<file path="config.mk">
export PLATFORM = sky130hd
export DESIGN_NAME = udp_tx_sched
export DESIGN_NICKNAME = d
export VERILOG_FILES = /design/src/rtl/udp_tx_sched.sv
export SDC_FILE = /design/constraint.sdc
export NUM_CORES = 1
export LEC_CHECK = 0
export ABC_CLOCK_PERIOD_IN_PS = 4300
export CORE_AREA = 2 2 139 141
export DETAILED_ROUTE_END_ITERATION = 8
export DIE_AREA = 0 0 141 143
export PLACE_DENSITY_LB_ADDON = 0.08
export SLEW_MARGIN = 20
export SYNTH_ARGS = -nofsm -noshare
export SYNTH_HDL_FRONTEND = slang
export SYNTH_SLANG_ARGS = --single-unit
</file>
<file path="constraint.sdc">
create_clock -name e_rxc -period 4.3 [get_ports e_rxc]
set_clock_uncertainty 0.1 [all_clocks]
set_input_delay 0.645 -clock e_rxc [delete_from_list [all_inputs] [get_ports e_rxc]]
set_output_delay 0.645 -clock e_rxc [all_outputs]
set_load 0.05 [all_outputs]
</file>
<file path="src/rtl/udp_tx_sched.sv">
// udp_tx_sched: round-robin multi-channel transmit front end for the udp core.
// Arbitrates NCH payload sources, rejects illegal lengths, drives the core's
// tx_start / tx_data_req / tx_data handshake and enforces an inter-frame gap.
// Optional per-channel statistics: define UDP_TX_SCHED_STATS_EN.
module udp_tx_sched #(
  parameter int unsigned NCH     = 4,
  parameter int unsigned DW      = 32,
  parameter int unsigned MAX_LEN = 1472,
  parameter int unsigned IFG_CYC = 12
) (
  input  logic              e_rxc,
  input  logic              rst_n,
  input  logic [NCH-1:0]    ch_req,
  input  logic [NCH*16-1:0] ch_len,
  input  logic [NCH*16-1:0] ch_dst_port,
  input  logic [NCH*DW-1:0] ch_data,
  output logic [NCH-1:0]    ch_grant,
  output logic [NCH-1:0]    ch_err,
  output logic [NCH-1:0]    ch_data_req,
  output logic              busy,
  output logic              tx_start,
  input  logic              tx_data_req,
  output logic [DW-1:0]     tx_data,
  output logic [15:0]       tx_data_length,
  output logic [15:0]       tx_total_length,
  output logic [15:0]       dst_port
`ifdef UDP_TX_SCHED_STATS_EN
  ,
  output logic [NCH*16-1:0] stat_frames,
  output logic [NCH*16-1:0] stat_drops
`endif
);

  localparam int unsigned BPW       = DW / 8;
  localparam int unsigned LOG_BPW   = $clog2(BPW);
  localparam int unsigned PW        = (NCH > 1) ? $clog2(NCH) : 1;
  localparam int unsigned GW        = (IFG_CYC > 1) ? $clog2(IFG_CYC + 1) : 1;
  localparam logic [15:0] MAX_LEN_W = 16'(MAX_LEN);
  localparam logic [15:0] BPW_M1    = 16'(BPW - 1);

  typedef enum logic [1:0] {
    S_IDLE,
    S_START,
    S_DATA,
    S_GAP
  } state_t;

  state_t        state, state_nxt;
  logic [PW-1:0] ptr;
  logic [PW-1:0] sel;
  logic [15:0]   len_q;
  logic [15:0]   words_left;
  logic [GW-1:0] gap_cnt;

  logic [PW-1:0] arb_sel;
  logic [PW-1:0] cand;
  logic          arb_hit;
  logic [15:0]   arb_len;
  logic [15:0]   arb_port;
  logic          arb_bad;

  // Round-robin search: first requester strictly after the pointer, wrapping
  always_comb begin
    arb_hit = 1'b0;
    arb_sel = ptr;
    cand    = ptr;
    for (int unsigned i = 1; i <= NCH; i++) begin
      cand = PW'((32'(ptr) + i) % NCH);
      if (!arb_hit && ch_req[cand]) begin
        arb_hit = 1'b1;
        arb_sel = cand;
      end
    end
    arb_len  = ch_len[16*arb_sel +: 16];
    arb_port = ch_dst_port[16*arb_sel +: 16];
    arb_bad  = (arb_len == '0) || (arb_len > MAX_LEN_W);
  end

  // Next-state and handshake outputs; grant/err are gated while reset is held
  // so every output reads 0 asynchronously during reset
  always_comb begin
    state_nxt   = state;
    ch_grant    = '0;
    ch_err      = '0;
    ch_data_req = '0;
    tx_data     = '0;
    tx_start    = 1'b0;
    unique case (state)
      S_IDLE: begin
        if (rst_n && arb_hit) begin
          if (arb_bad) begin
            ch_err[arb_sel] = 1'b1;
          end else begin
            ch_grant[arb_sel] = 1'b1;
            state_nxt         = S_START;
          end
        end
      end
      S_START: begin
        tx_start  = 1'b1;
        state_nxt = S_DATA;
      end
      S_DATA: begin
        ch_data_req[sel] = tx_data_req;
        tx_data          = ch_data[DW*sel +: DW];
        if (tx_data_req && words_left == 16'd1) state_nxt = S_GAP;
      end
      S_GAP: begin
        if (gap_cnt <= GW'(1)) state_nxt = S_IDLE;
      end
    endcase
  end

  assign busy = (state != S_IDLE);

  // State register, arbitration pointer and per-frame registers
  always_ff @(posedge e_rxc or negedge rst_n) begin
    if (!rst_n) begin
      state           <= S_IDLE;
      ptr             <= PW'(NCH - 1);
      sel             <= '0;
      len_q           <= '0;
      words_left      <= '0;
      gap_cnt         <= '0;
      dst_port        <= '0;
      tx_data_length  <= '0;
      tx_total_length <= '0;
    end else begin
      state <= state_nxt;
      if (|ch_grant || |ch_err) ptr <= arb_sel;
      if (|ch_grant) begin
        sel             <= arb_sel;
        len_q           <= arb_len;
        dst_port        <= arb_port;
        tx_data_length  <= arb_len + 16'd8;
        tx_total_length <= arb_len + 16'd28;
      end
      if (state == S_START) begin
        words_left <= (len_q + BPW_M1) >> LOG_BPW;
      end else if (state == S_DATA && tx_data_req) begin
        words_left <= words_left - 16'd1;
      end
      if (state == S_DATA && tx_data_req && words_left == 16'd1) begin
        gap_cnt <= GW'(IFG_CYC);
      end else if (state == S_GAP && gap_cnt != '0) begin
        gap_cnt <= gap_cnt - GW'(1);
      end
    end
  end

`ifdef UDP_TX_SCHED_STATS_EN
  // Saturating per-channel counters of accepted and dropped requests
  always_ff @(posedge e_rxc or negedge rst_n) begin
    if (!rst_n) begin
      stat_frames <= '0;
      stat_drops  <= '0;
    end else begin
      for (int unsigned c = 0; c < NCH; c++) begin
        if (ch_grant[c] && stat_frames[16*c +: 16] != 16'hFFFF)
          stat_frames[16*c +: 16] <= stat_frames[16*c +: 16] + 16'd1;
        if (ch_err[c] && stat_drops[16*c +: 16] != 16'hFFFF)
          stat_drops[16*c +: 16] <= stat_drops[16*c +: 16] + 16'd1;
      end
    end
  end
`endif

endmodule

</file>
Word level (Yosys, flattened, before mapping). Index checks and enable logic that the tools add are counted.

RAM bits: 0. Memory bits (read-only): 0. Memories kept: 0. Bits in registers: 90. Input port bits: 263. Latch bits: 0.

Div/mod/pow operators: 0. Bitwise operators: 1. Order comparisons: 10. Multiply operators: 0. Muxes and demuxes: 38. Shifts and indexed selects: 3. Add/subtract/negate cells: 9. Equality and inequality tests: 8. Reductions and logical operators: 24.

Operators with widths (count): $shiftx 128x8->32 (1); $shiftx 64x7->16 (2); $mux 4 (9); $mux 16 (2); $mux 32 (1); $lt 2x3->1 const B (6); $add 16x2->16 const B (1); $add 16x4->16 const B (1); $add 16x5->16 const B (1); $eq 16x1->1 const B (1); $gt 16x11->1 const B (1); $logic_not 16->1 (1); $mux 2 (8); $sub 16x1->16 const B (1); $mux 1 (11); $logic_and 1x1->1 (10); $bmux 1 s2 (4); $ne 2x2->1 const B (4); $pmux 2 s4 (1); $reduce_or 4->1 (2); $reduce_bool 2->1 (3); $add 2x1->2 const B (2); $add 2x2->2 const B (2); $and 4x4->4 (1); other kinds (11) (17).

Depth between registers and ports, before layout. Gate-level depths: netlist (run 1).

Word-level depth: 22. Mapped depth: 15. Gate-level depth less buffers: 12.

Worst setup path before layout (run 1). OpenSTA, ideal clock, no wires.

Path kind: input to output. From: input port ch_req[1]. To: output port ch_err[0]. Required time: 3.555 ns. Arrival: 4.515 ns. Cell stages on the path: 14. Slack: -0.960 ns. Buffers on the path: 3. Path through: and2b_1 > o21bai_2 > and3_1 > buf_2 > buf_4 > buf_2 > mux2i_1 > inv_1 > ha_1 > o2111ai_1 > a2111oi_4 > o41a_4 > a21bo_2 > nor3_1.

Elaborated cells on any way between the ends: 35.

RTL lines: start: declaration (RTL line 13) `input logic [NCH-1:0] ch_req,`; $bmux 1 s2 (RTL line 69) `if (!arb_hit && ch_req[cand]) begin`; $mux 1 (not written as such) (RTL line 69); $mux 1 (RTL line 69); $logic_not 1->1 (RTL line 69); $logic_and 1x1->1 (RTL line 69); $mux 1 (RTL line 69); $logic_not 1->1 (RTL line 69); $logic_and 1x1->1 (RTL line 69); [... 3 more ...]; $mux 2 * (RTL line 69); $shiftx 64x7->16 * (RTL line 74) `arb_len = ch_len[16*arb_sel +: 16];`; net arb_len[3] (RTL line 58) `logic [15:0] arb_len;`; $gt 16x11->1 / $logic_not 16->1 (equally long branches) (RTL line 76) `arb_bad = (arb_len == '0) || (arb_len > MAX_LEN_W);`; $logic_or 1x1->1 * (RTL line 76); $mux 4 * (RTL line 91) `if (arb_bad) begin`; $mux 4 * (RTL line 90) `if (rst_n && arb_hit) begin`; $mux 4 * (RTL line 88) `unique case (state)`; end: declaration (RTL line 18) `output logic [NCH-1:0] ch_err,`.

Mark *: on every way through the listed nets, which the timed path passes. The rest lies on a longest branch. The select of a mux whose other input is x is not followed.

Final worst setup path (run 1).
From: register ptr[0]. To: output port ch_err[1].

Elaborated cells on any way between the ends: 39.

RTL lines: start: declaration (RTL line 49) `logic [PW-1:0] ptr;`; start signal: assignment (RTL line 120) `ptr <= PW'(NCH - 1);`; start signal: assignment (RTL line 130) `if (|ch_grant || |ch_err) ptr <= arb_sel;`; $add 2x1->2 (RTL line 68) `cand = PW'((32'(ptr) + i) % NCH);`; $bmux 1 s2 (RTL line 69); $mux 1 (not written as such) (RTL line 69); $mux 1 (RTL line 69); $logic_not 1->1 (RTL line 69); $logic_and 1x1->1 (RTL line 69); $mux 1 (RTL line 69); $logic_not 1->1 (RTL line 69); [... 4 more ...]; $mux 2 * (RTL line 69); $shiftx 64x7->16 * (RTL line 74); net arb_len[3] (RTL line 58); $gt 16x11->1 / $logic_not 16->1 (equally long branches) (RTL line 76); $logic_or 1x1->1 * (RTL line 76); $mux 4 * (RTL line 91); $mux 4 * (RTL line 90); $mux 4 * (RTL line 88).

Marked as above.

==> results of run 1 <==
==> worst paths after layout <==
kind | cells past startpoint | end | start | slack [ns]
setup / recovery | 13 | ch_err[1] | ptr[0] | -0.07
hold / removal | 2 | tx_data_length[10] | rst_n | 0.31
setup reg to reg | 16 | tx_data_length[5] | ptr[0] | 0.33
hold reg to reg | 1 | tx_data_length[15] | tx_data_length[15] | 0.38
max in group asynchronous | 3 | sel[0] | rst_n | 2.74
min in group e_rxc | 1 | tx_data_length[15] | tx_data_length[15] | 0.38
==> registers in the layout, indices dropped and copies added, names as in the netlist <==
register,cells
state,2
tx_total_length,14
ptr,2
tx_data_length,16
sel,2
dst_port,16
words_left,16
gap_cnt,4
len_q,13
==> what timing repair did <==
action	4_1_cts	5_1_grt
setup endpoints to repair	8	8
setup buffers	6	1
gates resized for setup	11	2
pin swaps	12	11
hold endpoints to repair	0	0
==> cell families (layout without fill, tap and decap cells) <==
family	Yosys count	in the layout	share of synthesized area, %
compound gates	58	58	6.35
xor+xnor	43	43	5.74
fa+ha+maj	13	13	2.48
buf+inv	76	458	5.40
flops	85	85	32.4
mux	105	105	27.2
simple gates	268	268	20.4
==> cell type report <==
type | instances | share of cell area [%]
Tap cell | 234 | 2.62
Inverter | 32 | 1.09
Clock inverter | 6 | 0.482
Sequential cell | 85 | 19.1
Clock buffer | 10 | 2.14
Timing Repair Buffer | 410 | 36.6
Multi-Input combinational cell | 487 | 38.0
==> power by group <==
part	internal, W	switching [W]	leakage, nW
Clock	0.000418	0.000352	0.142
Combinational	0.00186	0.00232	3.59
Sequential	0.00104	0.000205	1.09
==> through the flow <==
stage          util, %  cells  cell area (sq um)
2_1_floorplan        -    648               6710
3_3_place_gp      58.0   1241              10800
3_5_place_dp      58.0   1241              10800
4_1_cts           60.0   1263              11200
5_1_grt           60.1   1264              11200
6_report          60.1   1264              11200
==> critical path, delay by kind of cell, from the launching register on <==
kind,cells,cell delay (ns)
AOI/OAI and AO/OA,5,1.39
adders and majority gates,1,0.16
buffers and inverters,2,0.25
DFF,1,0.54
muxes,2,0.37
and+or+nand+nor,3,0.57
==> layout by cell type (no fill, tap or decap), drive strengths merged, types with 9 or more instances in the layout <==
master,Yosys,layout
clkbuf,26,10
a31oi,19,19
clkdlybuf4s50,0,342
nor2,40,40
mux4,42,42
mux2i,17,17
mux2,46,46
xor2,17,17
a21oi,15,15
nand4,9,9
xnor2,26,26
nand3,14,14
and3,22,22
dfrtp,83,83
and2,50,50
buf,18,64
nor3,20,20
nand2,90,90
ha,13,13
inv,31,34
==> per-layer routing <==
| metal | vias up | GRT usage (%) | part of all wire, % |
|---|---|---|---|
| met1 | 3015 | 27.0 | 39 |
| li1 | 3039 | - | - |
| met4 | 0 | 9.11 | 3.3 |
| met2 | 273 | 43.9 | 51 |
| met3 | 38 | 4.56 | 6.6 |
| met5 | - | 0 | 0 |
==> impl_metrics.json, run 1 <==
{
  "status": "complete, but fails checks",
  "violations": "setup timing",
  "drive_gt1_share_pct": 19.3,
  "syn_area_sq_mm": 0.00656,
  "drt_iter0_drc": 267,
  "first_global_vias": 6701,
  "cp_slowest_cell": "dfstp_2",
  "crit_chain": "and2b_2, o21ba_4, nor2_4, mux2i_1, mux2i_2, inv_2, ha_4, o2111ai_4, a2111oi_4, a41oi_2, a21bo_4, nor3_4, buf_12",
  "crit_path_end_kind": "primary output",
  "die_h_um": 143,
  "fp.dieW_um": 141,
  "antenna_found_initial": 0,
  "register_area_sq_mm": 0.00213,
  "critPathKind": "reg2out",
  "ys.flop_type": "dfrtp_1",
  "drv_slew": 0,
  "cp.arrival_ns": 3.63,
  "p_per_area_mw_per_mm2": 555,
  "die-area_sq_mm": 0.0202,
  "power_w": 0.00619,
  "cp_max_fo": 4,
  "clkTransAtPathRegs_ns": 0.07,
  "ys_ff_latch": 85,
  "io_pins": 357,
  "synth_edf_count": 0,
  "fillers": 1670,
  "ys_top_cells_by_count": "90 x nand2_1, 83 x dfrtp_1, 50 x and2_1",
  "multiInputGateArea_sq_mm": 0.00425,
  "startpoint_type": "flop",
  "cp.required_ns": 3.56,
  "timing.final.crit_share_pct": 102,
  "yosysWarnings": 0,
  "max_slew_margin_pct": 54.8,
  "synth_most_common_cell": "nand2_1",
  "wirelength_um": 23700,
  "cts_tree": "built",
  "drtPass1Iterations": 6,
  "total_leakage_power_nw": 4.82,
  "ir_drop_mv": 0.287,
  "clock.fmax_mhz": 229,
  "worstSkewPairLatency_ns": 0.35,
  "yosysTopAreaCell": "dfrtp_1",
  "routed-via-count": 6365,
  "nets": 1301,
  "syn-num-nets": 924,
  "rsz0062_at_grt": "true",
  "setup_tns_ns": -0.240,
  "syn_inst": 648,
  "start_util_pct": 35.3,
  "syn_area_per_cell_sq_um": 10.1,
  "track_usage_pct": 23.7,
  "setup_viol": 6,
  "coreArea_sq_mm": 0.0186,
  "pre_cts_slack_ns": -0.251,
  "hold_ws_ns": 0.308,
  "htree_levels": 3,
  "io_buffers": 356,
  "min_path_type": "in2async",
  "fin_crit_ns": 4.37,
  "grt_pass1_wl_um": 36700,
  "vias_per_cell": 5.04,
  "gr-total-overflow": 0,
  "async_reset_ff_share_pct": 100,
  "synth_area_leaders": "dfrtp_1 32%, mux4_2 14%, mux2_4 9.2%",
  "hold_viol_final": 0,
  "dp_hpwl_um": 19400,
  "place.gp.congestion": 0.860,
  "num_rows": 50,
  "synth_top_area_share_pct": 31.6,
  "grt_max_degree": 53,
  "drc": 0,
  "tightest_slew_ns": 0.678,
  "ant_nets": 0,
  "cts_hold_buf": 0,
  "cts_buffer_depth": 2,
  "finalWorstSetupSlack_ns": -0.0704,
  "cts_buffers": 9,
  "yosysUniqueCellTypes": 51,
  "syn_to_final_growth_pct": 70.2,
  "slowest_delay_ns": 0.54,
  "ys_seq_area_share_pct": 32.4,
  "n_antenna_cell": 0,
  "wl_per_cell_um": 18.8,
  "cts-root-buf": "clkbuf_16",
  "cts.sinks": 85,
  "maxCapViolations": 0
}
(Power assumes the default switching activity.)
==> run 2, diff against run 1 <==
- SETUP_SLACK_MARGIN: not set -> 0.15
- SLEW_MARGIN: 20 -> 10
==> impl_metrics.json, run 2 (synthesized netlist as in run 1, its figures left out) <==
{
  "status": "complete, but fails checks",
  "violations": "setup timing",
  "r2r_end": "tx_data_length[7]",
  "vias_per_cell": 4.99,
  "finalWorstSetupSlack_ns": -0.0546,
  "maxCapViolations": 0,
  "clkTransAtPathRegs_ns": 0.06,
  "gr-total-overflow": 0,
  "drive_gt1_share_pct": 19.0,
  "pre_cts_slack_ns": -0.236,
  "cts_buffers": 9,
  "rr_startpoint": "ptr[0]",
  "largestRegisters": "dst_port (16), tx_data_length (16), words_left (16)",
  "cp_max_fo": 12,
  "place.gp.congestion": 0.883,
  "n_antenna_cell": 0,
  "tightest_slew_ns": 0.692,
  "grt_pass1_wl_um": 37200,
  "cts_buffer_depth": 2,
  "r2r_cells": 15,
  "track_usage_pct": 24.1,
  "crit_path_end_kind": "primary output",
  "rsz0062_at_grt": "true",
  "cts_tree": "built",
  "cts.sinks": 85,
  "wl_per_cell_um": 19.0,
  "first_global_vias": 6749,
  "min_path_type": "in2async",
  "total_leakage_power_nw": 4.82,
  "dp_hpwl_um": 19300,
  "routed-via-count": 6300,
  "worstSkewPairLatency_ns": 0.35,
  "max_slew_margin_pct": 52.5,
  "critPathKind": "reg2out",
  "wirelength_um": 24000,
  "hold_ws_ns": 0.374,
  "htree_levels": 3,
  "antenna_found_initial": 0,
  "grt_max_degree": 48,
  "setup_tns_ns": -0.165,
  "io_pins": 357,
  "syn_to_final_growth_pct": 70.4,
  "mostFrequentLayoutCell": "clkdlybuf4s50_1",
  "cts-root-buf": "clkbuf_16",
  "drtPass1Iterations": 4,
  "fillers": 1607,
  "hold_viol_final": 0,
  "startpoint_type": "flop",
  "coreArea_sq_mm": 0.0186,
  "ir_drop_mv": 0.345,
  "ant_nets": 0,
  "fin_crit_ns": 4.35,
  "rrSetupSlack_ns": 0.46,
  "io_buffers": 356,
  "cp.required_ns": 3.56,
  "power_w": 0.00625,
  "die_h_um": 143,
  "timing.final.crit_share_pct": 101,
  "fp.dieW_um": 141,
  "die-area_sq_mm": 0.0202,
  "drc": 0,
  "cp.arrival_ns": 3.61,
  "clock.fmax_mhz": 230,
  "start_util_pct": 35.3,
  "drv_slew": 0,
  "final_cell_mix": "343 x clkdlybuf4s50_1, 89 x nand2_1, 82 x dfrtp_1",
  "nets": 1300,
  "drt_iter0_drc": 298,
  "setup_viol": 5,
  "num_rows": 50,
  "p_per_area_mw_per_mm2": 559
}
[run 2: area by class of cell]
type	instances	area [sq um]	area share [%]
multi-input combinational	487	4250	38.0
timing repair buffer	409	4080	36.4
sequential	85	2130	19.1
tap	234	293	2.62
clock buffer	13	270	2.42
inverter	32	121	1.09
clock inverter	3	42.5	0.380
[run 2: per-layer routing]
layer,part of all wire [%],vias to the layer above,track usage [%]
li1,-,3027,-
met1,39,2953,27.5
met2,51,276,43.5
met3,6.9,44,5.90
met4,3.2,0,9.95
met5,0,-,0
[run 2: how the worst max path moves through the flow]
stage / cells past startpoint / endpoint / start
after global placement: 10 / ch_err[0] / ch_req[1]
after global routing: 13 / ch_err[0] / ptr[0]
after CTS: 13 / ch_err[3] / ptr[0]
final: 11 / ch_err[3] / ptr[0]
after floorplan: 14 / ch_grant[0] / ch_req[1]
after detailed placement: 14 / ch_err[3] / ch_req[1]
[run 2: per-stage QoR]
stage,util (%),cell area [sq um],cells
floorplan,-,6710,648
global placement,57.9,10800,1238
detailed placement,57.9,10800,1238
CTS,60.0,11100,1259
global route,60.2,11200,1263
finish,60.2,11200,1263
[run 2: worst max-delay path, cell delays in order (launching register included)]
cell and delay [ns]:
dfstp_2 0.55, and2b_2 0.25, o21bai_2 0.16, and3_4 0.29
buf_4 0.26, mux2_2 0.39, o41a_4 0.50, buf_4 0.14
buf_4 0.12, a21bo_4 0.26, nor3_4 0.17, buf_12 0.16
[run 2: power by group]
part | internal (W) | switching [W] | total (W)
sequential | 0.00104 | 0.000211 | 0.00125
combinational | 0.00187 | 0.00232 | 0.00419
clock | 0.000497 | 0.000320 | 0.000817
total | 0.00340 | 0.00285 | 0.00625
[run 2: timing repair]
action                     4_1_cts  5_1_grt
setup buffers                    5        4
gates resized for setup         11        1
setup endpoints to repair        8        8
pin swaps                       11        8
hold buffers                     0        0
